$ cat src/rtl/bcd2bin.sv
// -----------------------------------------------------------------------------
// bcd2bin
//   Signed packed-BCD to two's-complement binary converter (inverse of bin2bcd).
//   Fully pipelined: one BCD digit is folded into the magnitude per stage, so a
//   new word can be accepted every clock. Latency is DIGITS clock edges from the
//   edge that samples bcd_vld to the edge that raises bin_vld.
//
// Ports
//   clk      rising-edge clock
//   rst      asynchronous reset, active high; flushes every word in flight
//   bcd      {sign, digit[DIGITS-1] (MS) .. digit[0] (units)}, sign 1 = negative
//   bcd_vld  input word valid, sampled every rising edge, no backpressure
//   bin      converted BIN_W-bit two's-complement result, registered
//   bin_vld  one-cycle pulse per accepted word
//   bin_err  qualifies bin_vld: illegal digit or value out of range (bin = 0)
// -----------------------------------------------------------------------------
module bcd2bin #(
  parameter int DIGITS = 4,
  parameter int BIN_W  = 11
) (
  input  logic              clk,
  input  logic              rst,
  input  logic [4*DIGITS:0] bcd,
  input  logic              bcd_vld,
  output logic [BIN_W-1:0]  bin,
  output logic              bin_vld,
  output logic              bin_err
);

  localparam int DW    = 4 * DIGITS;
  localparam int ACC_W = $clog2(10 ** DIGITS);

  // Range limits of the magnitude; negative side allows one extra count.
  localparam logic [31:0] POS_MAX = 32'((64'd1 << (BIN_W - 1)) - 64'd1);
  localparam logic [31:0] NEG_MAX = 32'(64'd1 << (BIN_W - 1));

  // acc*10 + d using shifts and adds only. Illegal digits may wrap the
  // accumulator, which is harmless because such words are already flagged.
  function automatic logic [ACC_W-1:0] mac10(input logic [ACC_W-1:0] acc,
                                             input logic [3:0]       d);
    return (acc << 3) + (acc << 1) + ACC_W'(d);
  endfunction

  // Per-stage pipeline state. rem[k] holds the digits not yet consumed,
  // left-aligned, so the next digit to fold in is always the top nibble.
  logic             vld [1:DIGITS];
  logic             sgn [1:DIGITS];
  logic             err [1:DIGITS];
  logic [ACC_W-1:0] acc [1:DIGITS];
  logic [DW-1:0]    rem [1:DIGITS];

  logic [3:0] in_digit;
  assign in_digit = bcd[DW-1 -: 4];

  // Digit stages. Valid bits shift every cycle; data registers only load
  // behind a valid bit, so bubbles travel through unchanged.
  always_ff @(posedge clk or posedge rst) begin
    if (rst) begin
      for (int k = 1; k <= DIGITS; k++) begin
        vld[k] <= 1'b0;
        sgn[k] <= 1'b0;
        err[k] <= 1'b0;
        acc[k] <= '0;
        rem[k] <= '0;
      end
    end else begin
      vld[1] <= bcd_vld;
      if (bcd_vld) begin
        sgn[1] <= bcd[DW];
        err[1] <= (in_digit > 4'd9);
        acc[1] <= mac10('0, in_digit);
        rem[1] <= bcd[DW-1:0] << 4;
      end
      for (int k = 2; k <= DIGITS; k++) begin
        vld[k] <= vld[k-1];
        if (vld[k-1]) begin
          sgn[k] <= sgn[k-1];
          err[k] <= err[k-1] | (rem[k-1][DW-1 -: 4] > 4'd9);
          acc[k] <= mac10(acc[k-1], rem[k-1][DW-1 -: 4]);
          rem[k] <= rem[k-1] << 4;
        end
      end
    end
  end

  // Final range check and negation feeding the output register.
  logic [31:0]      mag_ext;
  logic [BIN_W-1:0] mag_t;
  logic             range_err;
  logic             out_err;
  logic [BIN_W-1:0] out_val;

  always_comb begin
    mag_ext   = 32'(acc[DIGITS]);
    mag_t     = mag_ext[BIN_W-1:0];
    range_err = sgn[DIGITS] ? (mag_ext > NEG_MAX) : (mag_ext > POS_MAX);
    out_err   = err[DIGITS] | range_err;
    out_val   = '0;
    if (!out_err) begin
      // Negative zero negates to zero; -2^(BIN_W-1) negates onto itself.
      out_val = sgn[DIGITS] ? (~mag_t + 1'b1) : mag_t;
    end
  end

  // Output register: bin and bin_err hold while no result is emerging.
  always_ff @(posedge clk or posedge rst) begin
    if (rst) begin
      bin     <= '0;
      bin_vld <= 1'b0;
      bin_err <= 1'b0;
    end else begin
      bin_vld <= vld[DIGITS];
      if (vld[DIGITS]) begin
        bin     <= out_val;
        bin_err <= out_err;
      end
    end
  end

endmodule
$ cat config.mk
export PLATFORM = sky130hd
export DESIGN_NAME = bcd2bin
export DESIGN_NICKNAME = d
export VERILOG_FILES = /design/src/rtl/bcd2bin.sv
export SDC_FILE = /design/constraint.sdc
export NUM_CORES = 1
export LEC_CHECK = 0
export CORE_ASPECT_RATIO = 1.75
export CORE_MARGIN = 8
export CORE_UTILIZATION = 30
export DETAILED_ROUTE_END_ITERATION = 12
export GPL_ROUTABILITY_DRIVEN = 0
export SYNTH_ARGS = -nofsm -noshare
export SYNTH_HDL_FRONTEND = slang
export SYNTH_SLANG_ARGS = --single-unit
export TNS_END_PERCENT = 30
$ cat constraint.sdc
create_clock -name clk -period 3.4 [get_ports clk]
set_input_delay 0.34 -clock clk [delete_from_list [all_inputs] [get_ports clk]]
set_output_delay 0.34 -clock clk [all_outputs]
set_load 0.01 [all_outputs]
=== Word level (Yosys, flattened, before mapping) ===
Index checks and enable logic that the tools add are counted.

* Register bits: 89
* Input port bits: 20
* Output and inout port bits: 13
* Word-level logic and storage cells: 43

* $add $sub $neg: 7
* Magnitude comparators: 6
* Muxes and demuxes: 3
* Bitwise gates (word level): 5

{| class="wikitable"
|+ Operators by type and width
! operator !! count
|-
| $mux W11 || 2
|-
| $gt A4 B4 Y1 const B || 4
|-
| $add A14 B14 Y14 || 1
|-
| $add A14 B4 Y14 || 1
|-
| $gt A14 B10 Y1 const B || 1
|-
| $gt A14 B11 Y1 const B || 1
|-
| $add A12 B10 Y13 || 1
|-
| $add A13 B4 Y13 || 1
|-
| $add A11 B1 Y11 const B || 1
|-
| $not A11 Y11 || 1
|-
| $add A8 B4 Y9 || 1
|-
| $add A7 B5 Y8 || 1
|-
| $or A1 B1 Y1 || 4
|-
| $mux W1 || 1
|}

=== Depth between registers and ports, before layout ===
Gate-level depths: netlist of run 1.

* Word-level depth: 4
* Mapped depth: 9
* Gate-level depth less buffers: 9

=== Least setup slack after synthesis of run 1 ===
OpenSTA, ideal clock, no wires.

* Kind: register to register
* From: reg acc[14] (netlist bit)
* To: reg acc[12] (netlist bit)
* Arrival: 2.355 ns
* Data required time: 3.268 ns
* Setup slack: 0.913 ns
* Cell stages (with the launch flop): 9
* Path buffers: 0
* Clock period less this slack: 2.487 ns
* Path through: dfrtp_1 > inv_1 > fa_1 > fa_1 > nor2b_1 > o2111ai_1 > and3_1 > o2111ai_1 > or3b_1

* Cells in the longest elaborated chain, start to end: 2

{| class="wikitable"
|+ Ends and longest elaborated chain
! what !! RTL line !! RTL
|-
| from (decl) || 49 || <nowiki>logic [ACC_W-1:0] acc [1:DIGITS];</nowiki>
|-
| from (signal, indexed assignment) || 79 || <nowiki>acc[k] <= mac10(acc[k-1], rem[k-1][DW-1 -: 4]);</nowiki>
|-
| $add A14 B14 Y14 || 41 || <nowiki>return (acc << 3) + (acc << 1) + ACC_W'(d);</nowiki>
|-
| $add A14 B4 Y14 || 41 ||
|}

No other way between the ends.
A chain may end at the register's enable or synchronous reset.

=== Final worst setup path of run 1 ===
* From: reg acc[16] (netlist bit)
* To: reg acc[12] (netlist bit)

Same word-level chain as after synthesis.

==> metrics.csv, run 1 <==
metric,value,unit
status,finished clean,
post-synth net total,492,
Final ANT Viol Nets,0,
cells resized by post-CTS repair,0,
RSZ-0062 raised after global routing,no,
clk_skew,0.005278,ns
Yosys warning total,0,
"top cells by area, synth","dfrtp_1 46%, ha_1 12%, mux2_2 10%",
clock sinks,87,
"Slowest-stage cell, CP",fa_1,
crit-path max FO,3,
Initial Utilization,0.3072,
Slew @ Worst Pin,0.8628,ns
Util after Layout,0.3609,
fraction of layout cells with a size suffix above 1,0.1438,
worst endpoint required time,3.61,ns
"Largest stage delay, worst path",0.48,ns
"most common cell after layout, fill and taps aside",dfrtp_1,
DP Wirelength,6567,um
Most used DFF post-synth,dfrtp_1,
clk buf depth,2,
Top delay family on crit path,adder cells,
die width,110.9,um
wire length per cell,13.27,um
number of buffers created by CTS,9,
Final Max Slew Viols,0,
Pwr Total,4.678,mW
pwr dens,842.2,mW/mm^2
post-CTS setup buffers,0,
critical-path cell list,inv_1 > fa_1 > fa_1 > nor2b_1 > o2111ai_1 > and3_1 > o2111ai_1 > or3b_1,
"Distinct cells, synth",44,
Peak supply drop,0.3814,mV
worst reg2reg path depth,8,
endpoints failing setup,0,
Tot GR Track Use,0.08726,
PortBufs,32,
"commonest cells after routing, fill and taps aside","87 x dfrtp_1, 45 x ha_1, 43 x mux2_2, 36 x inv_1, 32 x clkdlybuf4s50_1",
CTS tree,done,
final wirelength,8558,um
Synth Cell Area,0.004728,mm^2
number of global-route vias before repair,3369,
Post-synth EDFFs,0,
CTS Hold Buffers Added,0,
startpoint types,flop,
post-route insts no fill,645,
# rows,60,
CP endpoint kind,flop,
Synth Area per Inst,11.23,um^2
Synth area leader,dfrtp_1,
Max Clk Rate,370.0,MHz
Final nets,525,
drt drc,0,
CTS H-tree depth,3,
ANT cells,0,
Synth async-reset ratio,1.000,
Core ar.,0.01539,mm^2
CP arrival,2.91,ns
slew margin rel.,0.4248,
Area growth syn-to-layout,17.47,%
final hold violations,0,
initial antenna violation count,0,
worst setup path start,acc[16],
1st-iter DRT viols,85,
router iterations before antenna repair,4,
FF-to-FF Start,acc[16],
max-cap violation count,0,
post-DR vias/cell,4.909,
Root Driver,clkbuf_16,
# IOs,33,
Yosys top cell area share,0.4604,
DR vias,3166,
Worst R2R End,acc[12],
Lkg Pwr,2.442,nW
Stages on worst setup path,8,
die height,182.1,um
post-route minimum period,2.702,ns
critical path type,flop to flop,
DP Cell Count,629,
"FF+latch count, synth",87,
CP endpoint,acc[12],
min-delay worst type,input pin to async pin,
TNS Setup,0,ns
pin count of the biggest net entering global routing,88,
Buf/Inv on CP,1,
clk_lat worst skew,0.33,ns
final global-route overflow total,0,
post-synthesis sequential area ratio,0.4604,
full die area,0.02019,mm^2
Mapped Cells,421,
first-pass GRT wire length,14850,um
"CTS clk-pin slew, worst paths",0.06,ns
final period utilization,0.7948,
reg2reg setup slack,0.70,ns
-- final cells by class --
cell class	instances	area (um^2)
clock buffers	9	225.2
clock inverters	7	71.32
fillers	1509	9836
inverters	38	143.9
multi-input cells	284	2356
flip-flops and latches	87	2177
well taps	186	232.7
repair buffers	34	347.8
-- worst min-delay path, cell delays in order --
cell	delay, ns
clkdlybuf4s50_1	0.41
clkinv_2	0.06
buf_12	0.37
-- routing by layer --
| layer | part of all wire | vias up | track usage |
|---|---|---|---|
| li1 | - | 1578 | - |
| met1 | 0.40 | 1540 | 0.08423 |
| met2 | 0.55 | 37 | 0.1669 |
| met3 | 0.029 | 11 | 0.02036 |
| met4 | 0.019 | 0 | 0.04402 |
| met5 | 0 | - | 0 |
-- worst min-delay path by stage --
| stage | depth (start not counted) | slack (ns) | start | endpoint |
|---|---|---|---|---|
| after floorplan | 0 | 0.35 | vld[1] | vld[0] |
| after global placement | 2 | 0.47 | rem[59] | rem[47] |
| after detailed placement | 2 | 0.47 | rem[60] | acc[28] |
| after CTS | 3 | 0.44 | rst | rem[52] |
| after global routing | 3 | 0.47 | rst | sgn[3] |
| final | 3 | 0.42 | rst | rem[53] |
-- synth_stat cells (all sizes together) (3+ instances only) --
cell / count
dfrtp: 87
ha: 45
mux2: 43
inv: 37
o21ai: 24
nand2: 21
xnor2: 16
a21oi: 15
nor2: 15
o22ai: 14
a21o: 10
clkbuf: 10
nor3: 9
a31oi: 8
o21a: 7
fa: 6
a211oi: 5
xor2: 5
nor2b: 4
o211ai: 4
o31ai: 4
nand3: 3
o21bai: 3
o311ai: 3
-- power by group --
| group | internal [mW] | switching, mW |
|---|---|---|
| logic | 1.07 | 1.10 |
| registers | 1.29 | 0.237 |
| clock network | 0.572 | 0.406 |
| total | 2.93 | 1.75 |
-- kinds of logic after synthesis --
group	synth area share
DFF	0.4604
and+or+nand+nor	0.06721
adders and majority gates	0.1445
buffers and inverters	0.04128
muxes	0.1045
AOI/OAI and AO/OA	0.1432
xor gates and xnor gates	0.03890
-- registers in the layout (all words and copies together), names as in the netlist --
| signal | flops |
|---|---|
| rem | 24 |
| bin_err | 1 |
| bin_vld | 1 |
| err | 4 |
| acc | 38 |
| bin | 11 |
| sgn | 4 |
| vld | 4 |
-- through the flow --
| step | hold slack [ns] | instance area [um^2] | setup slack [ns] |
|---|---|---|---|
| 2_1_floorplan | 0.3519 | 4728 | 0.8098 |
| 3_3_place_gp | 0.4707 | 5258 | 0.7681 |
| 3_5_place_dp | 0.4705 | 5258 | 0.7211 |
| 4_1_cts | 0.4358 | 5554 | 0.7029 |
| 5_1_grt | 0.4738 | 5554 | 0.5503 |
| 6_report | 0.4238 | 5554 | 0.6976 |
No activity file was read; power rests on OpenSTA's default activity.
==> run 2, diff against run 1 <==
- clock period: 3.4 -> 2.6 ns (I/O delays scaled with it)
==> run 2 against run 1 <==
  * Die area did not move
  * Clock skew fell by 0.00054 ns
  * Maximum frequency rose by 6.0%
  * Register-to-register slack got worse by 0.65 ns
  * Routed wire length rose by 6.0%
  * Final cell count rose by 1.2%
  * First-iteration DRC count fell by 39%
  * Sequential power rose by 32%
  * Worst setup slack got worse by 0.65 ns
  * Total power rose by 38%
  * Non-clock buffer count rose by 8
==> metrics.csv, run 2 (synthesized netlist as in run 1, its figures left out) <==
metric,value,unit,change
post-DR vias/cell,4.963,,+1.1%
CTS H-tree depth,3,,unchanged
Top delay family on crit path,adder cells,,
Most Frequent Cell on Critical Path,inv_1,,
Tot GR Track Use,0.09332,,+0.006062
Final ANT Viol Nets,0,,unchanged
Root Driver,clkbuf_16,,
RSZ-0062 raised after global routing,yes,,
clk_lat worst skew,0.34,ns,about the same
final wirelength,9074,um,+6.0%
Final WS setup,0.04988,ns,-0.6477 ns
Post-DP Area,0.005303,mm^2,+0.86%
status,finished clean,,
critical path type,flop to flop,,
DP Cell Count,635,,+0.95%
FF/Latch Area,0.002177,mm^2,unchanged
initial antenna violation count,0,,unchanged
die height,182.1,um,unchanged
"Slowest-stage cell, CP",fa_1,,
FF-to-FF Start,rem[31],,
full die area,0.02019,mm^2,unchanged
slew margin rel.,0.4161,,-0.008759
startpoint types,flop,,
wire length per cell,13.90,um,+4.7%
"most common cell after layout, fill and taps aside",dfrtp_1,,
Peak supply drop,0.4857,mV,+27%
Pwr Total,6.441,mW,+38%
router iterations before antenna repair,4,,unchanged
Initial Utilization,0.3072,,unchanged
PortBufs,32,,unchanged
Clk pwr share,0.208,,about the same
DR vias,3241,,+2.4%
net switching power,2.367,mW,+35%
clk buf depth,2,,unchanged
Slew @ Worst Pin,0.8759,ns,+0.01314 ns
Core ar.,0.01539,mm^2,unchanged
Fill cells,1515,,+0.40%
CP arrival,2.81,ns,-0.10 ns
number of buffers created by CTS,9,,unchanged
sw frac,0.3675,,-0.005973
Util after Layout,0.3704,,+0.009513
Pint,4.074,mW,+39%
CTS Hold Buffers Added,0,,unchanged
Final nets,533,,+1.5%
endpoints failing setup,0,,unchanged
Final Max Slew Viols,0,,unchanged
Max Clk Rate,392.1,MHz,+6.0%
Buf/Inv on CP,3,,+2
ANT cells,0,,unchanged
worst setup path start,rem[31],,
multi-input logic area,0.002432,mm^2,+3.2%
1st-iter DRT viols,52,,-39%
first-pass GRT wire length,15620,um,+5.2%
pwr dens,1130,mW/mm^2,+34%
fraction of layout cells with a size suffix above 1,0.1777,,+0.03394
Finished Cell Area,0.005700,mm^2,+2.6%
number of global-route vias before repair,3418,,+1.5%
# IOs,33,,unchanged
max reg flops,38,,unchanged
max-cap violation count,0,,unchanged
clock sinks,87,,unchanged
CP endpoint kind,flop,,
pre-CTS setup slack,-0.08722,ns,-0.8083 ns
"Largest stage delay, worst path",0.60,ns,+0.12 ns
largest registers,"acc (38), rem (24), bin (11)",,
# rows,60,,unchanged
Area growth syn-to-layout,20.56,%,
CTS tree,done,,
worst endpoint required time,2.86,ns,-0.75 ns
crit-path max FO,3,,unchanged
critical-path cell list,inv_1 > fa_1 > inv_1 > ha_4 > a211oi_2 > buf_4 > o21a_4 > o22ai_1 > or3_1 > a31oi_1,,
min-delay worst type,input pin to async pin,,
clk_skew,0.004738,ns,-0.0005398 ns
"commonest cells after routing, fill and taps aside","87 x dfrtp_1, 43 x mux2_2, 42 x ha_1, 35 x inv_1, 32 x clkdlybuf4s50_1",,
DP Wirelength,6747,um,+2.7%
final hold violations,0,,unchanged
final period utilization,0.9808,,+0.1860
sequential power share,0.311,,-0.015
drt drc,0,,unchanged
Lkg Pwr,2.487,nW,+1.9%
"CTS clk-pin slew, worst paths",0.06,ns,about the same
die width,110.9,um,unchanged
post-route insts no fill,653,,+1.2%
post-route minimum period,2.550,ns,-0.1523 ns
Biggest register,acc,,
pin count of the biggest net entering global routing,88,,unchanged
final global-route overflow total,0,,unchanged
Logic pwr share,0.481,,+0.016
==> run 2: changes by cell type in the layout (fill, tap and decap cells not counted), sizes merged <==
cell,previous run,this run
buf,2,10
bufinv,1,2
clkbuf,9,12
clkinv,6,4
inv,38,36
==> run 2: layer usage <==
metal / track usage / vias up / wire length, um
met2: 0.1762 / 46 / 4994
met5: 0 / - / 0
met3: 0.02397 / 17 / 260
li1: - / 1589 / -
met4: 0.05054 / 0 / 249
met1: 0.08937 / 1589 / 3570
==> run 2: worst paths after layout <==
| kind | endpoint | cells after the start | slack (ns) |
|---|---|---|---|
| setup / recovery | acc[13] | 10 | 0.05 |
| hold / removal | vld[3] | 3 | 0.34 |
| setup reg to reg | acc[13] | 10 | 0.05 |
| hold reg to reg | bin_err | 1 | 0.48 |
| max in group asynchronous | rem[61] | 3 | 1.91 |
| min in group clk | bin_err | 1 | 0.48 |
==> run 2: power by group through the flow <==
stage	Sequential (mW)	Clock (mW)	Combinational, mW
2_1_floorplan	1.93	0	2.31
3_3_place_gp	2.02	0	2.83
3_5_place_dp	2.03	0	2.88
4_1_cts	2.01	1.38	2.97
5_1_grt	2.06	1.45	3.51
6_report	2.00	1.34	3.10
==> run 2: cell type report <==
| class | instances | area share |
|---|---|---|
| multi-input combinational | 284 | 0.4267 |
| timing repair buffer | 42 | 0.07155 |
| clock inverter | 4 | 0.01229 |
| sequential | 87 | 0.3819 |
| tap | 186 | 0.04083 |
| inverter | 38 | 0.02524 |
| clock buffer | 12 | 0.04148 |
==> run 2: what timing repair did <==
action	in CTS	in global routing
gates cloned	0	0
pin swaps	1	3
buffers inserted	0	2
endpoints found under the setup margin	4	8
gates resized for setup	5	9
==> run 2: tightest hold or removal path, cell delays in order <==
cell and delay, ns:
clkdlybuf4s50_1 0.41, clkinv_2 0.06, buf_12 0.37
==> run 2: stage by stage <==
step,setup TNS [ns],hold slack [ns]
after floorplan,0,0.2914
after global placement,-0.01001,0.4709
after detailed placement,-0.1376,0.4773
after CTS,0,0.3571
after global routing,-0.06836,0.3902
final,0,0.3436
